## config.mk

```make
export PLATFORM = sky130hd
export DESIGN_NAME = fifo_rd_ctrl
export DESIGN_NICKNAME = d
export VERILOG_FILES = /design/src/rtl/fifo_pkg.sv /design/src/rtl/fifo_ptr_sync.sv /design/src/rtl/fifo_rd_ctrl.sv
export SDC_FILE = /design/constraint.sdc
export NUM_CORES = 1
export LEC_CHECK = 0
export CAP_MARGIN = 5
export CORE_ASPECT_RATIO = 0.75
export CORE_UTILIZATION = 40
export CTS_CLUSTER_DIAMETER = 80
export DETAILED_ROUTE_END_ITERATION = 16
export PLACE_DENSITY = 0.66
export SYNTH_ARGS = -nofsm -noshare
export SYNTH_HDL_FRONTEND = slang
export SYNTH_HIERARCHICAL = 1
export SYNTH_SLANG_ARGS = --single-unit
```

## constraint.sdc

```tcl
create_clock -name R_CLK -period 2.6 [get_ports R_CLK]
set_input_delay 0.52 -clock R_CLK [delete_from_list [all_inputs] [get_ports R_CLK]]
set_output_delay 0.52 -clock R_CLK [all_outputs]
set_load 0.03 [all_outputs]
```

## src/rtl/fifo_pkg.sv

```systemverilog
// Shared async-FIFO helpers: pointer width defaults and binary/gray conversion,
// used by both the read and the write pointer controllers.
package fifo_pkg;

    localparam int FIFO_ADDR_WIDTH = 3;

    // Widest pointer the helpers handle; callers zero-extend narrower pointers.
    localparam int PTR_MAX = 16;

    function automatic logic [PTR_MAX-1:0] bin2gray(input logic [PTR_MAX-1:0] bin);
        return bin ^ (bin >> 1);
    endfunction

    // Leading zeros from zero-extension leave the low bits of the result unaffected.
    function automatic logic [PTR_MAX-1:0] gray2bin(input logic [PTR_MAX-1:0] gray);
        logic [PTR_MAX-1:0] bin;
        bin[PTR_MAX-1] = gray[PTR_MAX-1];
        for (int i = PTR_MAX - 2; i >= 0; i--) begin
            bin[i] = bin[i+1] ^ gray[i];
        end
        return bin;
    endfunction

endpackage

```

## src/rtl/fifo_ptr_sync.sv

```systemverilog
// Plain multi-flop bitwise synchronizer for a gray pointer crossing clock domains.
// Shared by the read controller (write pointer in) and the write controller (read pointer in).
module fifo_ptr_sync #(
    parameter int WIDTH  = 4,
    parameter int STAGES = 2
) (
    input  logic             R_CLK,
    input  logic             R_RST,
    input  logic [WIDTH-1:0] d,
    output logic [WIDTH-1:0] q
);

    logic [STAGES-1:0][WIDTH-1:0] stage;

    // Straight flop chain: nothing combinational between stages.
    always_ff @(posedge R_CLK) begin
        if (R_RST) begin
            stage <= '0;
        end else begin
            stage[0] <= d;
            for (int i = 1; i < STAGES; i++) begin
                stage[i] <= stage[i-1];
            end
        end
    end

    assign q = stage[STAGES-1];

endmodule

```

## src/rtl/fifo_rd_ctrl.sv

```systemverilog
// Read-side pointer/flag controller of the async FIFO: binary/gray read pointer,
// synchronized write pointer, registered EMPTY / ALMOST_EMPTY / level, and read-valid pulse.
module fifo_rd_ctrl
    import fifo_pkg::*;
#(
    parameter int ADDR_WIDTH    = FIFO_ADDR_WIDTH,
    parameter int SYNC_STAGES   = 2,
    parameter int AEMPTY_THRESH = 1
) (
    input  logic                  R_CLK,
    input  logic                  R_RST,
    input  logic                  R_INC,
    input  logic [ADDR_WIDTH:0]   WR_RD_PTR,
    output logic [ADDR_WIDTH-1:0] R_ADDR,
    output logic [ADDR_WIDTH:0]   r_gray_out,
    output logic                  EMPTY,
    output logic                  ALMOST_EMPTY,
    output logic [ADDR_WIDTH:0]   RD_LEVEL,
    output logic                  R_VALID
);

    localparam int PW = ADDR_WIDTH + 1;
    localparam logic [PW:0] AE_LIMIT = (PW + 1)'(AEMPTY_THRESH);

    logic [PW-1:0]      r_bin;
    logic [PW-1:0]      r_bin_nxt;
    logic [PW-1:0]      r_gray_nxt;
    logic [PW-1:0]      wq_gray;
    logic [PW-1:0]      wq_bin;
    logic [PW-1:0]      level_nxt;
    logic [PTR_MAX-1:0] gray_wide;
    logic [PTR_MAX-1:0] wq_bin_wide;
    logic               rd_en;

    fifo_ptr_sync #(
        .WIDTH  (PW),
        .STAGES (SYNC_STAGES)
    ) u_wptr_sync (
        .R_CLK (R_CLK),
        .R_RST (R_RST),
        .d     (WR_RD_PTR),
        .q     (wq_gray)
    );

    // Flags are computed from the post-read pointer so a draining read raises EMPTY
    // on the same edge that moves the pointer.
    always_comb begin
        rd_en       = R_INC & ~EMPTY;
        r_bin_nxt   = r_bin + PW'(rd_en);
        gray_wide   = bin2gray(PTR_MAX'(r_bin_nxt));
        r_gray_nxt  = gray_wide[PW-1:0];
        wq_bin_wide = gray2bin(PTR_MAX'(wq_gray));
        wq_bin      = wq_bin_wide[PW-1:0];
        level_nxt   = wq_bin - r_bin_nxt;
    end

    always_ff @(posedge R_CLK) begin
        if (R_RST) begin
            r_bin        <= '0;
            r_gray_out   <= '0;
            EMPTY        <= 1'b1;
            ALMOST_EMPTY <= 1'b1;
            RD_LEVEL     <= '0;
            R_VALID      <= 1'b0;
        end else begin
            r_bin        <= r_bin_nxt;
            r_gray_out   <= r_gray_nxt;
            EMPTY        <= (r_gray_nxt == wq_gray);
            ALMOST_EMPTY <= ({1'b0, level_nxt} <= AE_LIMIT);
            RD_LEVEL     <= level_nxt;
            R_VALID      <= rd_en;
        end
    end

    assign R_ADDR = r_bin[ADDR_WIDTH-1:0];

endmodule
```

Word level (Yosys, flattened, before mapping) --
Index checks and enable logic that the tools add are counted.
Word-level totals: word-level logic and storage cells 18, bits in registers 23
Cells by class: eq/ne operators 1, bitwise logic cells 6, order comparisons 1, add/sub/neg operators 2
Operator list (count):
- $add A4 B1 Y4 | 1
- $eq A4 B4 Y1 | 1
- $le A4 B1 Y1 const B | 1
- $sub A4 B4 Y4 | 1
- $xor A4 B3 Y4 | 1
- $xor A1 B1 Y1 | 3
- $and A1 B1 Y1 | 1
- $not A1 Y1 | 1

Longest topological paths before layout --
Gate-level depths: netlist (run 1).
word-level depth 5, gate-level depth with buffers 9

Cells and area by module --
The synthesis (run 1) kept the hierarchy.
Modules (own cells, without submodules):
- fifo_rd_ctrl | cells an instance 65, times used 1, area each 694.4 µm²
- fifo_ptr_sync | cells an instance 20, times used 1, area each 240.2 µm²

Least setup slack after synthesis (run 1) --
Ideal clock, no wire load.
path type input -> register, start point in R_INC, end point reg ALMOST_EMPTY, cell stages on the path 9, slack 0.218 ns, buffers on the path 0, arrival 2.266 ns, setup time 0.115 ns, cell sequence nor2b_1 ha_1 ha_1 xnor2_2 ha_1 a21bo_2 o221ai_2 xnor2_1 a31o_1
Between the ends: longest elaborated chain between the ends 4
Ends and longest elaborated chain:
- from (decl) | RTL line fifo_rd_ctrl.sv:12 | input logic R_INC,
- $and A1 B1 Y1 | RTL line fifo_rd_ctrl.sv:48 | rd_en = R_INC & ~EMPTY;
- $add A4 B1 Y4 | RTL line fifo_rd_ctrl.sv:49 | r_bin_nxt = r_bin + PW'(rd_en);
- $sub A4 B4 Y4 | RTL line fifo_rd_ctrl.sv:54 | level_nxt = wq_bin - r_bin_nxt;
- $le A4 B1 Y1 | RTL line fifo_rd_ctrl.sv:69 | ALMOST_EMPTY <= ({1'b0, level_nxt} <= AE_LIMIT);
- to (signal assigned) | RTL line fifo_rd_ctrl.sv:69
- to (decl) | RTL line fifo_rd_ctrl.sv:17 | output logic ALMOST_EMPTY,
No other way between the ends. A chain may end at the register's enable or synchronous reset.

Worst setup path in the final report (run 1) --
start point in R_INC, end point reg ALMOST_EMPTY
Between the ends: longest elaborated chain between the ends 4
Ends and longest elaborated chain:
- $and A1 B1 Y1 | RTL line fifo_rd_ctrl.sv:48
- via rd_en | RTL line fifo_rd_ctrl.sv:33 | logic rd_en;
- $add A4 B1 Y4 | RTL line fifo_rd_ctrl.sv:49
- $sub A4 B4 Y4 | RTL line fifo_rd_ctrl.sv:54
- $le A4 B1 Y1 | RTL line fifo_rd_ctrl.sv:69
The timed path passes the listed nets, and every way through them passes these cells.

==> results of run 1 <==
## metal layers
layer / share of wire / routed length [um] / track usage
met5: 0 / 0 / 0
met4: 0.013 / 18 / 0.05714
met3: 0.050 / 71 / 0.06269
met2: 0.47 / 670 / 0.2345
met1: 0.47 / 663 / 0.1442
## cells by family after synthesis
group / synth area share
AOI/OAI and AO/OA: 0.06693
muxes: 0.01205
buffers and inverters: 0.05221
xor gates and xnor gates: 0.1847
DFF: 0.4712
and+or+nand+nor: 0.1459
adders and majority gates: 0.06693
## cell usage after synthesis, drive strengths merged
cell | number | share of area
a31o | 2 | 0.019
xor2 | 7 | 0.066
xnor3 | 1 | 0.025
a21oi | 1 | 0.0053
o21bai | 1 | 0.0080
nor2 | 9 | 0.036
nand2 | 1 | 0.0040
nand3 | 1 | 0.0053
ha | 5 | 0.067
clkbuf | 2 | 0.0080
nor2b | 12 | 0.080
o221ai | 1 | 0.016
nand2b | 1 | 0.0067
xor3 | 1 | 0.029
xnor2 | 6 | 0.064
and2 | 1 | 0.0067
a21bo | 1 | 0.011
a21boi | 1 | 0.0080
or2 | 1 | 0.0067
dfxtp | 22 | 0.47
inv | 3 | 0.012
buf | 4 | 0.032
mux2 | 1 | 0.012
## worst max-delay path by stage
stage | from | cells after the start | endpoint | slack [ns]
after floorplan | R_INC | 9 | ALMOST_EMPTY | 0.22
after global placement | R_INC | 10 | ALMOST_EMPTY | -0.13
after detailed placement | R_INC | 10 | ALMOST_EMPTY | -0.20
after CTS | R_INC | 10 | ALMOST_EMPTY | 0.13
after global routing | R_INC | 10 | ALMOST_EMPTY | 0.01
final | R_INC | 10 | ALMOST_EMPTY | 0.15
## area by class of cell
| class | count | area, um2 |
|---|---|---|
| multi-input combinational | 54 | 447.9 |
| inverter | 3 | 11.26 |
| fill | 190 | 898.4 |
| sequential | 22 | 440.4 |
| timing repair buffer | 25 | 237.7 |
| clock buffer | 4 | 36.28 |
| tap | 24 | 30.03 |
## registers in the layout, summed over array words and instances (netlist names)
signal	flops
RD_LEVEL	4
r_gray_out	4
u_wptr_sync/q	4
u_wptr_sync/stage	4
r_bin	3
ALMOST_EMPTY	1
EMPTY	1
R_VALID	1
## critical path, delay by kind of cell
kind                       cells  cell delay (ns)
buffers and inverters          1             0.44
xor gates and xnor gates       2             0.19
and+or+nand+nor                1             0.15
AOI/OAI and AO/OA              3             0.62
adders and majority gates      3             0.73
## power by group through the flow
stage	registers, mW	logic, mW	clock network, mW
3_5_place_dp	0.382	0.202	0
2_1_floorplan	0.424	0.0857	0
3_3_place_gp	0.381	0.198	0
6_report	0.374	0.200	0.182
4_1_cts	0.375	0.203	0.191
5_1_grt	0.377	0.216	0.202
==> run summary, run 1 <==
n_diodes - 0
post-synthesis register bit count - 22
Worst Tran Pin Value - 0.7408 ns
fin area - 0.001204 mm2
Fin Clk Skew - 0.003573 ns
Data arrival, critical path - 2.65 ns
CTS hold repair buffers - 0
Core Footprint - 0.002102 mm2
Rel. slew slack - 0.5046
ratio of cells with drive above 1 in the final layout - 0.1667
R2R Setup Slk - 0.50 ns
worst flop-to-flop path endpoint - ALMOST_EMPTY
number of global-route vias before repair - 569
Final Hold Fails - 0
initial antenna violation count - 0
hold path depth - 1
TritonCTS clock tree - done
synth warn - 6
die height - 43.86 um
DIE AREA - 0.002536 mm2
vias per cell - 4.667
CP most frequent cell - ha_1
Clock Latency Late Sink - 0.30 ns
fin crit share - 0.9410
setup TNS - 0 ns
cells on worst reg2reg path - 7
Area growth, synth to finish - 28.78%
Port Buffer Count - 20
Clock Power Share - 0.240
syn avg cell area - 11.00 um2
Final Non-Filler Cells - 132
syn_nets - 97
DR pass1 iterations - 9
Resized Gates After CTS - 0
# IOs - 21
worst slack at placement - -0.2019 ns
routed via count - 616
worst-path fanout max - 3
Initial Utilization - 0.4446
Max stage delay cell, worst path - clkdlybuf4s50_1
HP Start - u_wptr_sync/stage[1]
DRC - 1
fmax - 408.7 MHz
placed cell area - 0.001165 mm2
first-pass GRT wire length - 2428 um
critical path class - input pin to register
Reg2Reg Launch Point - u_wptr_sync/q[3]
largest net degree at the start of global routing - 23
worst setup margin - 0.1535 ns
Distinct cells, synth - 25
pwr dens - 627.5 mW/mm2
post-route ant nets - 0
max-slew violations - 0
Flop pwr share - 0.495
TritonCTS Buffers - 3
Root Driver - clkbuf_4
fin util - 0.5726
num rows - 14
switching pwr - 0.2073 mW
routed wire length - 1423 um
routed length per instance - 10.78 um
Post-Syn Instances - 85
commonest non-fill, non-tap cells in the layout - dfxtp_1, clkdlybuf4s50_1, nor2b_1
Worst EP required - 2.80 ns
clk buf depth - 2
H-Tree Depth - 1
placed cell count - 128
max-cap viol count - 0
failing checks - design-rule violations
Critical Path End Type - register
DIE WIDTH - 57.82 um
Net Sw Frac - 0.2744
CTS sink cnt - 22
Hold Path Sink - u_wptr_sync/q[1]
Worst Hold Class - register to register
Logic pwr share - 0.265
min Tclk post-route - 2.447 ns
Final Setup Violations - 0
unrepaired setup endpoints after global routing - false
Cell Int Power - 0.5481 mW
VDD IR max - 0.3801 mV
commonest non-fill, non-tap cell in the layout - dfxtp_1
Final nets - 121
sequential share of the synthesized area - 0.4712
crit path cell chain - clkdlybuf4s50_1, nor2b_1, ha_1, ha_2, xnor2_2, ha_1, a21bo_2, o221ai_2, xnor2_1, a31o_1
Hold WS - 0.4483 ns
Lkg Pwr - 0.5000 nW
Crit path largest cell delay - 0.44 ns
Congestion Overflow GR - 0
GPL Wtd Cong - 0.8190
HPWL Detailed - 1096 um
mapped cell area - 934.6 um2
clk slew on worst S/H paths - 0.11 ns
Total GRT Usage - 0.1357
Startpoint Class - input pin
status - finished with violations
Design Power - 0.7553 mW
initial DRC count - 4
Post-CTS Repair Setup Buffers - 0
Note: power is estimated with default switching activity, not from simulation.
==> run 2: changes to the inputs <==
ABC_AREA = 1   (was default)
CORE_ASPECT_RATIO = default   (was 0.75)
PLACE_DENSITY = default   (was 0.66)
SLEW_MARGIN = 20   (was default)
==> run 2 against run 1 <==
Area after synthesis rose by 10%. Register-to-register slack better by 0.17 ns. The flow now finishes without violations. Global-route usage down 0.73 points. Clock skew grew 0.012 ns. Die area grew 9.8%. Non-clock buffer count stayed put. Hold slack lost 0.035 ns. Wire length is 4.6% higher. Cell count grew 32%. Clock power grew 42%.
==> run summary, run 2 <==
status - completed
worst-path fanout max - 3 (unchanged)
CTS sink cnt - 22 (unchanged)
Logic pwr share - 0.266 (about the same)
Crit path largest cell delay - 0.45 ns (about the same)
max-cap viol count - 0 (unchanged)
mux contribution to synthesized area - 0 (-0.01205)
register area - 440.4 um2 (unchanged)
initial antenna violation count - 0 (unchanged)
Synth Area in XOR/XNOR - 0.06675 (-0.1180)
CTS hold repair buffers - 0 (unchanged)
placed cell area - 0.001254 mm2 (+7.6%)
TritonCTS clock tree - done
multi-input logic area - 451.7 um2 (+0.84%)
H-Tree Depth - 1 (unchanged)
routed length per instance - 8.552 um (-21%)
Flop pwr share - 0.437 (-0.058)
Clock Latency Late Sink - 0.31 ns (about the same)
Final Hold Fails - 0 (unchanged)
DIE AREA - 0.002785 mm2 (+9.8%)
Final Setup Violations - 0 (unchanged)
sequential share of the synthesized area - 0.4272 (-0.04403)
syn avg cell area - 8.521 um2 (-23%)
vias per cell - 4.213 (-9.7%)
top cell type's share of synthesized area - 0.4272 (-0.04403)
routed wire length - 1488 um (+4.6%)
Fillers - 247 (+30%)
post-synthesis register bit count - 22 (unchanged)
routed via count - 733 (+19%)
crit path cell chain - clkdlybuf4s50_1, inv_1, nor2_1, ha_1, ha_1, inv_1, nand2_1, nand2_4, ha_1, inv_1, nor2_1, nand3_2, nand3_2, nand2_2, nor2_2, nor2_2
Yosys top cell by area - dfxtp_1
Core Footprint - 0.002455 mm2 (+17%)
Congestion Overflow GR - 0 (unchanged)
clk buf depth - 2 (unchanged)
Data arrival, critical path - 2.50 ns (-0.15 ns)
# IOs - 21 (unchanged)
DR pass1 iterations - 4 (-5)
largest net degree at the start of global routing - 14 (-39%)
fin crit share - 0.8815 (-0.05946)
Cell Int Power - 0.6240 mW (+14%)
TritonCTS Buffers - 3 (unchanged)
switching pwr - 0.2449 mW (+18%)
commonest non-fill, non-tap cells in the layout - dfxtp_1, inv_1, clkdlybuf4s50_1
main combinational cell family by area after synthesis - simple AND/OR/NAND/NOR gates
Critical Path End Type - register
Worst EP required - 2.81 ns (about the same)
setup TNS - 0 ns (unchanged)
critical path class - input pin to register
Final nets - 157 (+30%)
worst setup margin - 0.3081 ns (+0.1546 ns)
Post-synth EDFFs - 0 (unchanged)
first-pass GRT wire length - 2504 um (+3.1%)
Final Non-Filler Cells - 174 (+32%)
min Tclk post-route - 2.292 ns (-0.1546 ns)
worst slack at placement - -0.01887 ns (+0.1830 ns)
Initial Utilization - 0.4200 (-0.02466)
Total GRT Usage - 0.1284 (-0.007278)
n_diodes - 0 (unchanged)
max-slew violations - 0 (unchanged)
ratio of cells with drive above 1 in the final layout - 0.2014 (+0.03472)
syn_nets - 133 (+37%)
Root Driver - clkbuf_4
Clock Power Share - 0.298 (+0.058)
Lkg Pwr - 0.6247 nW (+25%)
Hold WS - 0.4138 ns (-0.03458 ns)
fmax - 436.3 MHz (+6.7%)
Main synth FF type - dfxtp_1
Post-Syn Instances - 121 (+42%)
DRC - 0 (-1)
placed cell count - 170 (+33%)
num rows - 18 (+4)
GPL Wtd Cong - 0.7735 (-5.6%)
synth warn - 6 (unchanged)
complex-gate fraction of the synthesized area - 0.01335 (-0.05358)
die height - 52.77 um (+20%)
Startpoint Class - input pin
Worst Hold Class - register to register
Resized Gates After CTS - 0 (unchanged)
number of global-route vias before repair - 644 (+13%)
fraction of registers with async set/reset - 0 (unchanged)
post-route ant nets - 0 (unchanged)
unrepaired setup endpoints after global routing - false
Port Buffer Count - 20 (unchanged)
Adder-Cell Fraction of Synth Area - 0.06068 (-0.006255)
Post-synth top cells - dfxtp_1, inv_1, nor2_1, nand2_1
Area growth, synth to finish - 26.70%
ranking of synthesized cells by area - dfxtp_1, inv_1, nor2_1
clk slew on worst S/H paths - 0.13 ns (+0.02 ns)
HPWL Detailed - 1197 um (+9.2%)
Fin Clk Skew - 0.01577 ns (+0.01220 ns)
Distinct cells, synth - 22 (-12%)
mapped cell area - 0.001031 mm2 (+10%)
VDD IR max - 0.4959 mV (+30%)
DIE WIDTH - 52.77 um (-8.7%)
Max stage delay cell, worst path - clkdlybuf4s50_1
initial DRC count - 8 (+4)
pwr dens - 665.1 mW/mm2 (+6.0%)
fin area - 0.001306 mm2 (+8.5%)
simple-gate share of the synthesized area - 0.2973 (+0.1514)
Rel. slew slack - 0.7946 (+0.2900)
Worst Tran Pin Value - 0.3071 ns (-0.4337 ns)
Net Sw Frac - 0.2818 (+0.007434)
Post-CTS Repair Setup Buffers - 0 (unchanged)
-- run 2: cell count changes after synthesis, sizes merged, moves of 4 or more --
| cell | change |
|---|---|
| xnor2 | -4 |
| nor2b | -12 |
| inv | +20 |
| nand2 | +21 |
| nand3 | +6 |
| nor2 | +16 |
-- run 2: final cells by class --
cell class,instances,area share
multi-input combinational,70,0.3458
clock inverter,1,0.02299
tap,30,0.02874
clock buffer,3,0.01724
inverter,23,0.06609
sequential,22,0.3372
timing repair buffer,25,0.1820
-- run 2: stage by stage --
| stage | util | power, mW |
|---|---|---|
| detailed placement | 0.5107 | 0.6201 |
| global route | 0.5321 | 0.9200 |
| global placement | 0.5107 | 0.6175 |
| floorplan | - | 0.5460 |
| finish | 0.5321 | 0.8688 |
| CTS | 0.5321 | 0.8837 |
-- run 2: cells by family (layout without fill, tap and decap cells) --
logic type | after synthesis | after routing
xor+xnor | 7 | 7
flops | 22 | 22
fa+ha+maj | 5 | 5
simple gates | 56 | 56
compound gates | 2 | 2
buf+inv | 29 | 52
-- run 2: worst max-delay path: cells and delay by family --
| kind | cells | cell delay [ns] |
|---|---|---|
| buf+inv | 4 | 0.61 |
| fa+ha+maj | 3 | 0.62 |
| simple gates | 9 | 0.74 |
-- run 2: power by group through the flow --
stage | clock network [mW] | registers, mW | logic, mW
after floorplan | 0 | 0.436 | 0.110
after global placement | 0 | 0.386 | 0.231
after detailed placement | 0 | 0.387 | 0.233
after CTS | 0.269 | 0.380 | 0.235
after global routing | 0.282 | 0.383 | 0.255
final | 0.259 | 0.379 | 0.231
-- run 2: layer usage --
layer,global-route usage,share of wire,wire (um),vias up
li1,-,-,-,396
met1,0.1526,0.49,724,313
met2,0.2025,0.44,649,20
met3,0.03478,0.061,91,4
met4,0.07895,0.015,23,0
met5,0,0,0,-
-- run 2: final timing paths --
kind / from / endpoint / slack, ns / depth (start not counted)
worst max-delay path: R_INC / ALMOST_EMPTY / 0.31 / 16
worst min-delay path: u_wptr_sync/stage[1] / u_wptr_sync/q[1] / 0.41 / 2
worst max register to register: EMPTY / ALMOST_EMPTY / 0.67 / 13
worst min register to register: u_wptr_sync/stage[1] / u_wptr_sync/q[1] / 0.41 / 2
